==> src/rtl/fifo_ctrl_16x4_par.sv <==
// FIFO controller for a 2**ADDR_W x DATA_W dual-port RAM with a one-bit parity lane.
// Owns the pointers, occupancy and flags, generates EDI on write and checks EDO on read.
module fifo_ctrl_16x4_par #(
  parameter int ADDR_W     = 4,
  parameter int DATA_W     = 4,
  parameter int PARITY_ODD = 0
) (
  input  logic              Clock,
  input  logic              Reset,
  input  logic              Push,
  input  logic [DATA_W-1:0] PushData,
  input  logic              Pop,
  output logic [DATA_W-1:0] PopData,
  output logic              PopValid,
  output logic              PopErr,
  output logic              ErrSticky,
  output logic              Full,
  output logic              Empty,
  output logic [ADDR_W:0]   Count,
  output logic              Overflow,
  output logic              Underflow,
  output logic [DATA_W-1:0] RamData,
  output logic              RamEDI,
  output logic [ADDR_W-1:0] RamWrAddress,
  output logic              RamWrEn,
  output logic [ADDR_W-1:0] RamRdAddress,
  output logic              RamRdEn,
  input  logic [DATA_W-1:0] RamQ,
  input  logic              RamEDO
);

  localparam logic [ADDR_W:0]   DEPTH   = {1'b1, {ADDR_W{1'b0}}};
  localparam logic [ADDR_W:0]   CNT_ONE = {{ADDR_W{1'b0}}, 1'b1};
  localparam logic [ADDR_W-1:0] PTR_ONE = {{(ADDR_W-1){1'b0}}, 1'b1};
  localparam logic              PAR_SUM = (PARITY_ODD != 0);

  typedef struct packed {
    logic              par;
    logic [DATA_W-1:0] data;
  } ram_word_t;

  logic [ADDR_W-1:0] wr_ptr, rd_ptr;
  logic [ADDR_W:0]   count_q, count_nxt;
  logic              full_q, empty_q;
  logic              push_ok, pop_ok;
  logic              pop_vld_q;
  logic              err_sticky_q, ovf_q, unf_q;
  ram_word_t         wr_word, rd_word;
  logic              rd_par_bad;

  // Flags come from registered state only, so Full blocks a simultaneous
  // push+pop write and Empty never lets a same-cycle push fall through.
  assign push_ok = Push & ~full_q;
  assign pop_ok  = Pop & ~empty_q;

  // Parity bit makes the XOR over the stored word equal PAR_SUM.
  assign wr_word.data = PushData;
  assign wr_word.par  = (^PushData) ^ PAR_SUM;

  assign rd_word.data = RamQ;
  assign rd_word.par  = RamEDO;
  assign rd_par_bad   = (^rd_word) != PAR_SUM;

  always_comb begin
    count_nxt = count_q;
    case ({push_ok, pop_ok})
      2'b10:   count_nxt = count_q + CNT_ONE;
      2'b01:   count_nxt = count_q - CNT_ONE;
      default: count_nxt = count_q;
    endcase
  end

  always_ff @(posedge Clock) begin
    if (Reset) begin
      wr_ptr       <= '0;
      rd_ptr       <= '0;
      count_q      <= '0;
      full_q       <= 1'b0;
      empty_q      <= 1'b1;
      pop_vld_q    <= 1'b0;
      err_sticky_q <= 1'b0;
      ovf_q        <= 1'b0;
      unf_q        <= 1'b0;
    end else begin
      if (push_ok) wr_ptr <= wr_ptr + PTR_ONE;
      if (pop_ok)  rd_ptr <= rd_ptr + PTR_ONE;
      count_q      <= count_nxt;
      full_q       <= (count_nxt == DEPTH);
      empty_q      <= (count_nxt == '0);
      // RAM registers the word on this edge; it is on Q next cycle.
      pop_vld_q    <= pop_ok;
      err_sticky_q <= err_sticky_q | (pop_vld_q & rd_par_bad);
      ovf_q        <= Push & full_q;
      unf_q        <= Pop & empty_q;
    end
  end

  assign RamWrEn      = push_ok;
  assign RamData      = wr_word.data;
  assign RamEDI       = wr_word.par;
  assign RamWrAddress = wr_ptr;
  assign RamRdEn      = pop_ok;
  assign RamRdAddress = rd_ptr;

  assign PopValid  = pop_vld_q;
  assign PopData   = pop_vld_q ? rd_word.data : '0;
  assign PopErr    = pop_vld_q & rd_par_bad;
  assign ErrSticky = err_sticky_q;
  assign Full      = full_q;
  assign Empty     = empty_q;
  assign Count     = count_q;
  assign Overflow  = ovf_q;
  assign Underflow = unf_q;

endmodule
==> config.mk <==
export PLATFORM = sky130hd
export DESIGN_NAME = fifo_ctrl_16x4_par
export DESIGN_NICKNAME = d
export VERILOG_FILES = /design/src/rtl/fifo_ctrl_16x4_par.sv
export SDC_FILE = /design/constraint.sdc
export NUM_CORES = 1
export LEC_CHECK = 0
export ABC_AREA = 0
export ABC_CLOCK_PERIOD_IN_PS = 4390
export CAP_MARGIN = 10
export CELL_PAD_IN_SITES_DETAIL_PLACEMENT = 0
export CELL_PAD_IN_SITES_GLOBAL_PLACEMENT = 2
export CORE_ASPECT_RATIO = 0.75
export CORE_MARGIN = 4
export CORE_UTILIZATION = 26
export CTS_CLUSTER_DIAMETER = 30
export DETAILED_ROUTE_END_ITERATION = 8
export PLACE_DENSITY = 0.94
export SLEW_MARGIN = 10
export SYNTH_ARGS = -nofsm -noshare
export SYNTH_HDL_FRONTEND = slang
export SYNTH_SLANG_ARGS = --single-unit
==> constraint.sdc <==
create_clock -name Clock -period 4.39 [get_ports Clock]
set_clock_uncertainty 0.2 [all_clocks]
set_input_delay 0.439 -clock Clock [delete_from_list [all_inputs] [get_ports Clock]]
set_output_delay 0.439 -clock Clock [all_outputs]
set_load 0.05 [all_outputs]
==> qor.txt, run 1 <==
Post-DRT Antenna Nets -> 0
Drt pass-1 iters -> 4
Initial antenna violation count -> 0
CP Max Fanout -> 10
Worst EP required -> 4380 ps
Row cnt -> 19
Setup CP Type -> primary input to register
P per Cell Area -> 499 nW/um^2
Initial Util -> 0.282
Hold buffer count at CTS -> 0
I/O Buffers -> 43
DR vias/cell -> 4.38
FFs w/ async S/R, synth -> 0
Top post-synthesis cells by area -> dfxtp_1, xnor2_1, ha_1
Slack of the critical path -> 1160 ps
Critical path arrival -> 3220 ps
Post-cts resize count -> 0
Largest net degree at the start of global routing -> 16
DP Worst Slack -> 968 ps
Die Area -> 5220 um^2
FF+latch count, synth -> 19
Number of DRC markers in iteration 0 -> 34
Synth Instances -> 113
Worst-path clk slew -> 70 ps
TritonCTS Buffers -> 3
Core area -> 3800 um^2
Final HPWL DP -> 1990 um
Mapped Nets -> 132
Number of global-route vias before repair -> 918
Placed cell area -> 1500 um^2
Fin crit period -> 3230 ps
P&R area growth vs syn -> 43.8%
Most common flop cell mapped by yosys -> dfxtp_1
Root Driver -> clkbuf_8
FF-to-FF Start -> Full
Source of the worst hold timing path -> ErrSticky
Worst skew pair latency -> 250 ps
Die H -> 63.6 um
Share of the synthesized area in the top cell type -> 0.355
Filler cells -> 368
Setup crit end kind -> register
Max clock buf depth -> 2
Post-synth top cells -> dfxtp_1, nor2_1, xnor2_1
Chip Width -> 82.1 um
WL/cell -> 12.5 um
Final Hold Fails -> 0
Final Max Slew Viols -> 0
Sequential share of the synthesized area -> 0.355
Outcome -> finished clean
Leakage power -> 0.624 nW
Top Ports -> 44
Syn_area_per_cell -> 9.48 um^2
Fin crit share -> 0.735
Yosys warns -> 0
Yosys top cell by area -> dfxtp_1
Slew @ Worst Pin -> 633 ps
All-layer global routing usage -> 0.103
Final instance area -> 1540 um^2
VDD IR max -> 0.000211 V
CTS tree -> done
Worst setup startpoint -> Pop
First-pass GRT wire length -> 4260 um
Max Clock Freq -> 310 MHz
Post-CTS Setup Bufs -> 0
Post-synth EDFFs -> 0
Fin Hold WS -> 285 ps
Final wirelength -> 2530 um
Post-Route Setup TNS -> 0 ps
Final GP Congestion -> 0.792
Sink Count -> 19
RSZ-0062 raised after global routing -> no
Max-Cap Viols -> 0
Worst Setup Start Kind -> primary input
Congestion Overflow GR -> 0
Layout cell share with drive strength beyond 1 -> 0.0600
DRC Markers -> 0
Syn Std Cell Area -> 1070 um^2
Ant diodes -> 0
HP Class -> register to register
Cell with the most instances after synthesis -> dfxtp_1
Final Setup Violations -> 0
DR vias -> 884
Final net count -> 170
H-Tree Depth -> 1
Post-synthesis cell type count -> 34
Max-Slew Margin vs Limit -> 0.577
-- cells in the final DEF, fill, tap and decap left out, types with 2 or more instances in the layout --
cell type and count:
nand2_1 4, clkbuf_8 3, clkdlybuf4s50_1 43, mux2i_1 6
dfxtp_1 19, xnor2_1 9, ha_1 6, o21ai_0 2
nand4_1 2, nor3b_1 2, and2_1 6, nor2b_1 3
xor2_1 8, a21oi_1 2, nor2_1 16, and3_1 2
inv_1 2
-- sequential cells by signal, summed over array words and instances, names as in the netlist --
| signal | flops |
|---|---|
| RamWrAddress | 4 |
| ErrSticky | 1 |
| RamRdAddress | 4 |
| Empty | 1 |
| Overflow | 1 |
| Underflow | 1 |
| Full | 1 |
| PopValid | 1 |
| Count | 5 |
-- worst max-delay path, cell delays in order --
cell and delay (ps):
clkdlybuf4s50_1 460, nor2b_1 530, ha_1 470, xor2_1 120
ha_1 220, a21oi_1 170, mux2i_1 230, xor2_1 270
o211ai_1 140, a21oi_1 150
-- final timing paths --
path / end / cells after the start / slack, ps
worst min-delay path: ErrSticky / 1 / 290
worst max register to register: Empty / 10 / 1510
worst max-delay path: Empty / 10 / 1160
worst min register to register: ErrSticky / 1 / 290
-- where the power goes --
| part | internal, mW | leakage (nW) | switching (mW) |
|---|---|---|---|
| clock network | 0.0644 | 0.0228 | 0.0547 |
| logic | 0.153 | 0.446 | 0.253 |
| registers | 0.203 | 0.155 | 0.0405 |
-- through the flow --
stage	instances	total power [mW]	utilization
2_1_floorplan	113	0.541	-
3_3_place_gp	198	0.650	0.393
3_5_place_dp	198	0.651	0.393
4_1_cts	202	0.776	0.405
5_1_grt	202	0.815	0.405
6_report	202	0.768	0.405
-- area by class of cell --
cell class | instances | area (um^2) | share of cell area
Clock buffer | 4 | 45.0 | 0.0292
Inverter | 2 | 7.51 | 0.00487
Multi-Input combinational cell | 82 | 612 | 0.397
Sequential cell | 19 | 380 | 0.247
Tap cell | 52 | 65.1 | 0.0422
Timing Repair Buffer | 43 | 430 | 0.279
-- layer usage --
layer  vias up  routed length (um)  global-route usage  share of wire
met5         -                   0                   0              0
met4         0                  21              0.0166         0.0083
met3         4                 110              0.0342          0.043
met2        19                1260               0.177           0.50
met1       414                1140               0.124           0.45
li1        447                   -                   -              -
-- cells by family (layout without fill, tap and decap cells) --
logic type,after synthesis,count (layout),synth area share
DFF,19,19,0.355
adders and majority gates,6,6,0.0701
muxes,7,7,0.0666
xor gates and xnor gates,17,17,0.139
and+or+nand+nor,41,41,0.210
AOI/OAI and AO/OA,11,11,0.0853
buffers and inverters,12,49,0.0736
No activity file was read; power rests on OpenSTA's default activity.
==> run 2: changes to the inputs <==
--- a/config.mk
+++ b/config.mk
@@ -6,16 +6,16 @@
 export NUM_CORES = 1
 export LEC_CHECK = 0
 export ABC_AREA = 0
-export ABC_CLOCK_PERIOD_IN_PS = 4390
+export ABC_CLOCK_PERIOD_IN_PS = 2900
 export CAP_MARGIN = 10
 export CELL_PAD_IN_SITES_DETAIL_PLACEMENT = 0
 export CELL_PAD_IN_SITES_GLOBAL_PLACEMENT = 2
 export CORE_ASPECT_RATIO = 0.75
 export CORE_MARGIN = 4
-export CORE_UTILIZATION = 26
+export CORE_UTILIZATION = 22
 export CTS_CLUSTER_DIAMETER = 30
 export DETAILED_ROUTE_END_ITERATION = 8
-export PLACE_DENSITY = 0.94
+export PLACE_DENSITY = 0.86
 export SLEW_MARGIN = 10
 export SYNTH_ARGS = -nofsm -noshare
 export SYNTH_HDL_FRONTEND = slang
==> constraint.sdc (replaced) <==
create_clock -name Clock -period 2.9 [get_ports Clock]
set_clock_uncertainty 0.2 [all_clocks]
set_input_delay 0.29 -clock Clock [delete_from_list [all_inputs] [get_ports Clock]]
set_output_delay 0.29 -clock Clock [all_outputs]
set_load 0.05 [all_outputs]
==> run 2 against run 1 <==
Against the previous run:
- sequential power rose by 53%
- via count did not move
- register-to-register slack got worse by 1000 ps
- worst hold slack got worse by 19 ps
- final cell count rose by 5.0%
- critical endpoint unchanged
==> qor.txt, run 2 (same netlist as run 1, synthesis figures left out) <==
Critical path arrival -> 2630 ps (was 3220 ps)
TritonCTS Buffers -> 3 (unchanged)
Max-Cap Viols -> 0 (unchanged)
Reg-to-reg slack, setup -> 480 ps (was 1510 ps)
Setup CP Type -> primary input to register (unchanged)
DRC Markers -> 0 (unchanged)
Cell Count Post-Placement -> 208 (was 198)
Most frequent cells in the layout -> clkdlybuf4s50_1, dfxtp_1, nor2_1 (unchanged)
VDD IR max -> 0.000301 V (was 0.000211 V)
CP Max Fanout -> 4 (was 10)
Worst skew pair latency -> 250 ps (about the same)
Source of the worst hold timing path -> ErrSticky (unchanged)
Ant diodes -> 0 (unchanged)
CTS tree -> done (unchanged)
HP Class -> register to register (unchanged)
Chip Width -> 88.6 um (was 82.1 um)
Worst Setup Start Kind -> primary input (unchanged)
I/O Buffers -> 43 (unchanged)
Slew @ Worst Pin -> 513 ps (was 633 ps)
Fin crit share -> 0.915
Leakage power -> 0.653 nW (was 0.624 nW)
Root Driver -> clkbuf_8 (unchanged)
Row cnt -> 21 (was 19)
Core area -> 4570 um^2 (was 3800 um^2)
Final GP Congestion -> 0.809 (was 0.792)
P per Cell Area -> 740 nW/um^2 (was 499 nW/um^2)
Final net count -> 175 (was 170)
Hold buffer count at CTS -> 0 (unchanged)
Drt pass-1 iters -> 4 (unchanged)
All-layer global routing usage -> 0.0880 (was 0.103)
Post-cts resize count -> 0 (unchanged)
Die H -> 68.4 um (was 63.6 um)
Post-Route Setup TNS -> 0 ps (unchanged)
Number of flip-flops in the largest register -> 5 (unchanged)
RSZ-0062 raised after global routing -> no (unchanged)
Worst-path clk slew -> 60 ps (was 70 ps)
Final wirelength -> 2530 um (about the same)
H-Tree Depth -> 1 (unchanged)
Worst EP required -> 2880 ps (was 4380 ps)
Fin crit period -> 2650 ps
Number of DRC markers in iteration 0 -> 23 (was 34)
Most common cell after layout, fill and taps aside -> clkdlybuf4s50_1 (unchanged)
Finished Layout Cells -> 212 (was 202)
Final Hold Fails -> 0 (unchanged)
Final HPWL DP -> 2010 um (was 1990 um)
Outcome -> finished clean (unchanged)
Sink Count -> 19 (unchanged)
DR vias -> 884 (unchanged)
Final Max Slew Viols -> 0 (unchanged)
Tot Pwr -> 1.17 mW (was 0.768 mW)
Setup crit end kind -> register (unchanged)
Max-Slew Margin vs Limit -> 0.657 (was 0.577)
First-pass GRT wire length -> 4100 um (was 4260 um)
R2R depth -> 10 (unchanged)
Post-DRT Antenna Nets -> 0 (unchanged)
Fin Hold WS -> 266 ps (was 285 ps)
Initial antenna violation count -> 0 (unchanged)
Min-Delay Path Depth -> 1 (unchanged)
Post-CTS Setup Bufs -> 0 (unchanged)
Number of global-route vias before repair -> 844 (was 918)
WL/cell -> 11.9 um (was 12.5 um)
Worst hold endpoint -> ErrSticky (unchanged)
Max Clock Freq -> 377 MHz
Filler cells -> 454 (was 368)
Final Setup Violations -> 0 (unchanged)
DR vias/cell -> 4.17 (was 4.38)
Max clock buf depth -> 2 (unchanged)
Worst flop-to-flop path endpoint -> Empty (unchanged)
Die Area -> 6060 um^2 (was 5220 um^2)
P&R area growth vs syn -> 47.3% (was 43.8%)
Initial Util -> 0.234 (was 0.282)
Congestion Overflow GR -> 0 (unchanged)
FF-to-FF Start -> Full (unchanged)
Largest net degree at the start of global routing -> 16 (unchanged)
Top Ports -> 44 (unchanged)
Layout cell share with drive strength beyond 1 -> 0.116 (was 0.0600)
## run 2: per-stage QoR
stage | utilization | instance area, um^2 | setup slack, ps
5_1_grt | 0.345 | 1580 | 43.6
3_5_place_dp | 0.335 | 1530 | 39.7
3_3_place_gp | 0.335 | 1530 | 81.8
6_report | 0.345 | 1580 | 248
2_1_floorplan | - | 1080 | 73.7
4_1_cts | 0.345 | 1580 | 265
## run 2: worst max path at each step
stage,endpoint,depth (start not counted),startpoint
after global routing,Empty,11,Push
after global placement,Full,11,Push
after CTS,Empty,11,Push
final,Empty,11,Push
after detailed placement,Empty,11,Push
after floorplan,Empty,12,Full
## run 2: final cells by class
class | count | area (um^2) | share of cell area
Clock buffer | 4 | 45.0 | 0.0285
Inverter | 2 | 7.51 | 0.00476
Multi-Input combinational cell | 82 | 612 | 0.388
Sequential cell | 19 | 382 | 0.242
Tap cell | 57 | 71.3 | 0.0452
Timing Repair Buffer | 48 | 460 | 0.292
## run 2: report_power, final
part           internal, mW  switching (mW)
combinational         0.243           0.378
clock                0.0974          0.0782
sequential            0.308          0.0625
total                 0.649           0.519
## run 2: worst max-delay path, stage by stage
cell             delay [ps]
clkdlybuf4s50_1         490
nor2b_1                 190
inv_1                    80
ha_1                    250
xor2_1                  180
ha_1                    230
a21oi_1                 150
mux2i_1                 230
xor2_1                  260
o211ai_1                130
a21oi_1                 150
## run 2: per-layer routing
layer  up-vias  part of all wire  track usage
met5         -                 0            0
met4         0            0.0016       0.0170
met3         2             0.094       0.0397
met2        27              0.44        0.134
met1       399              0.46        0.115
li1        456                 -            -
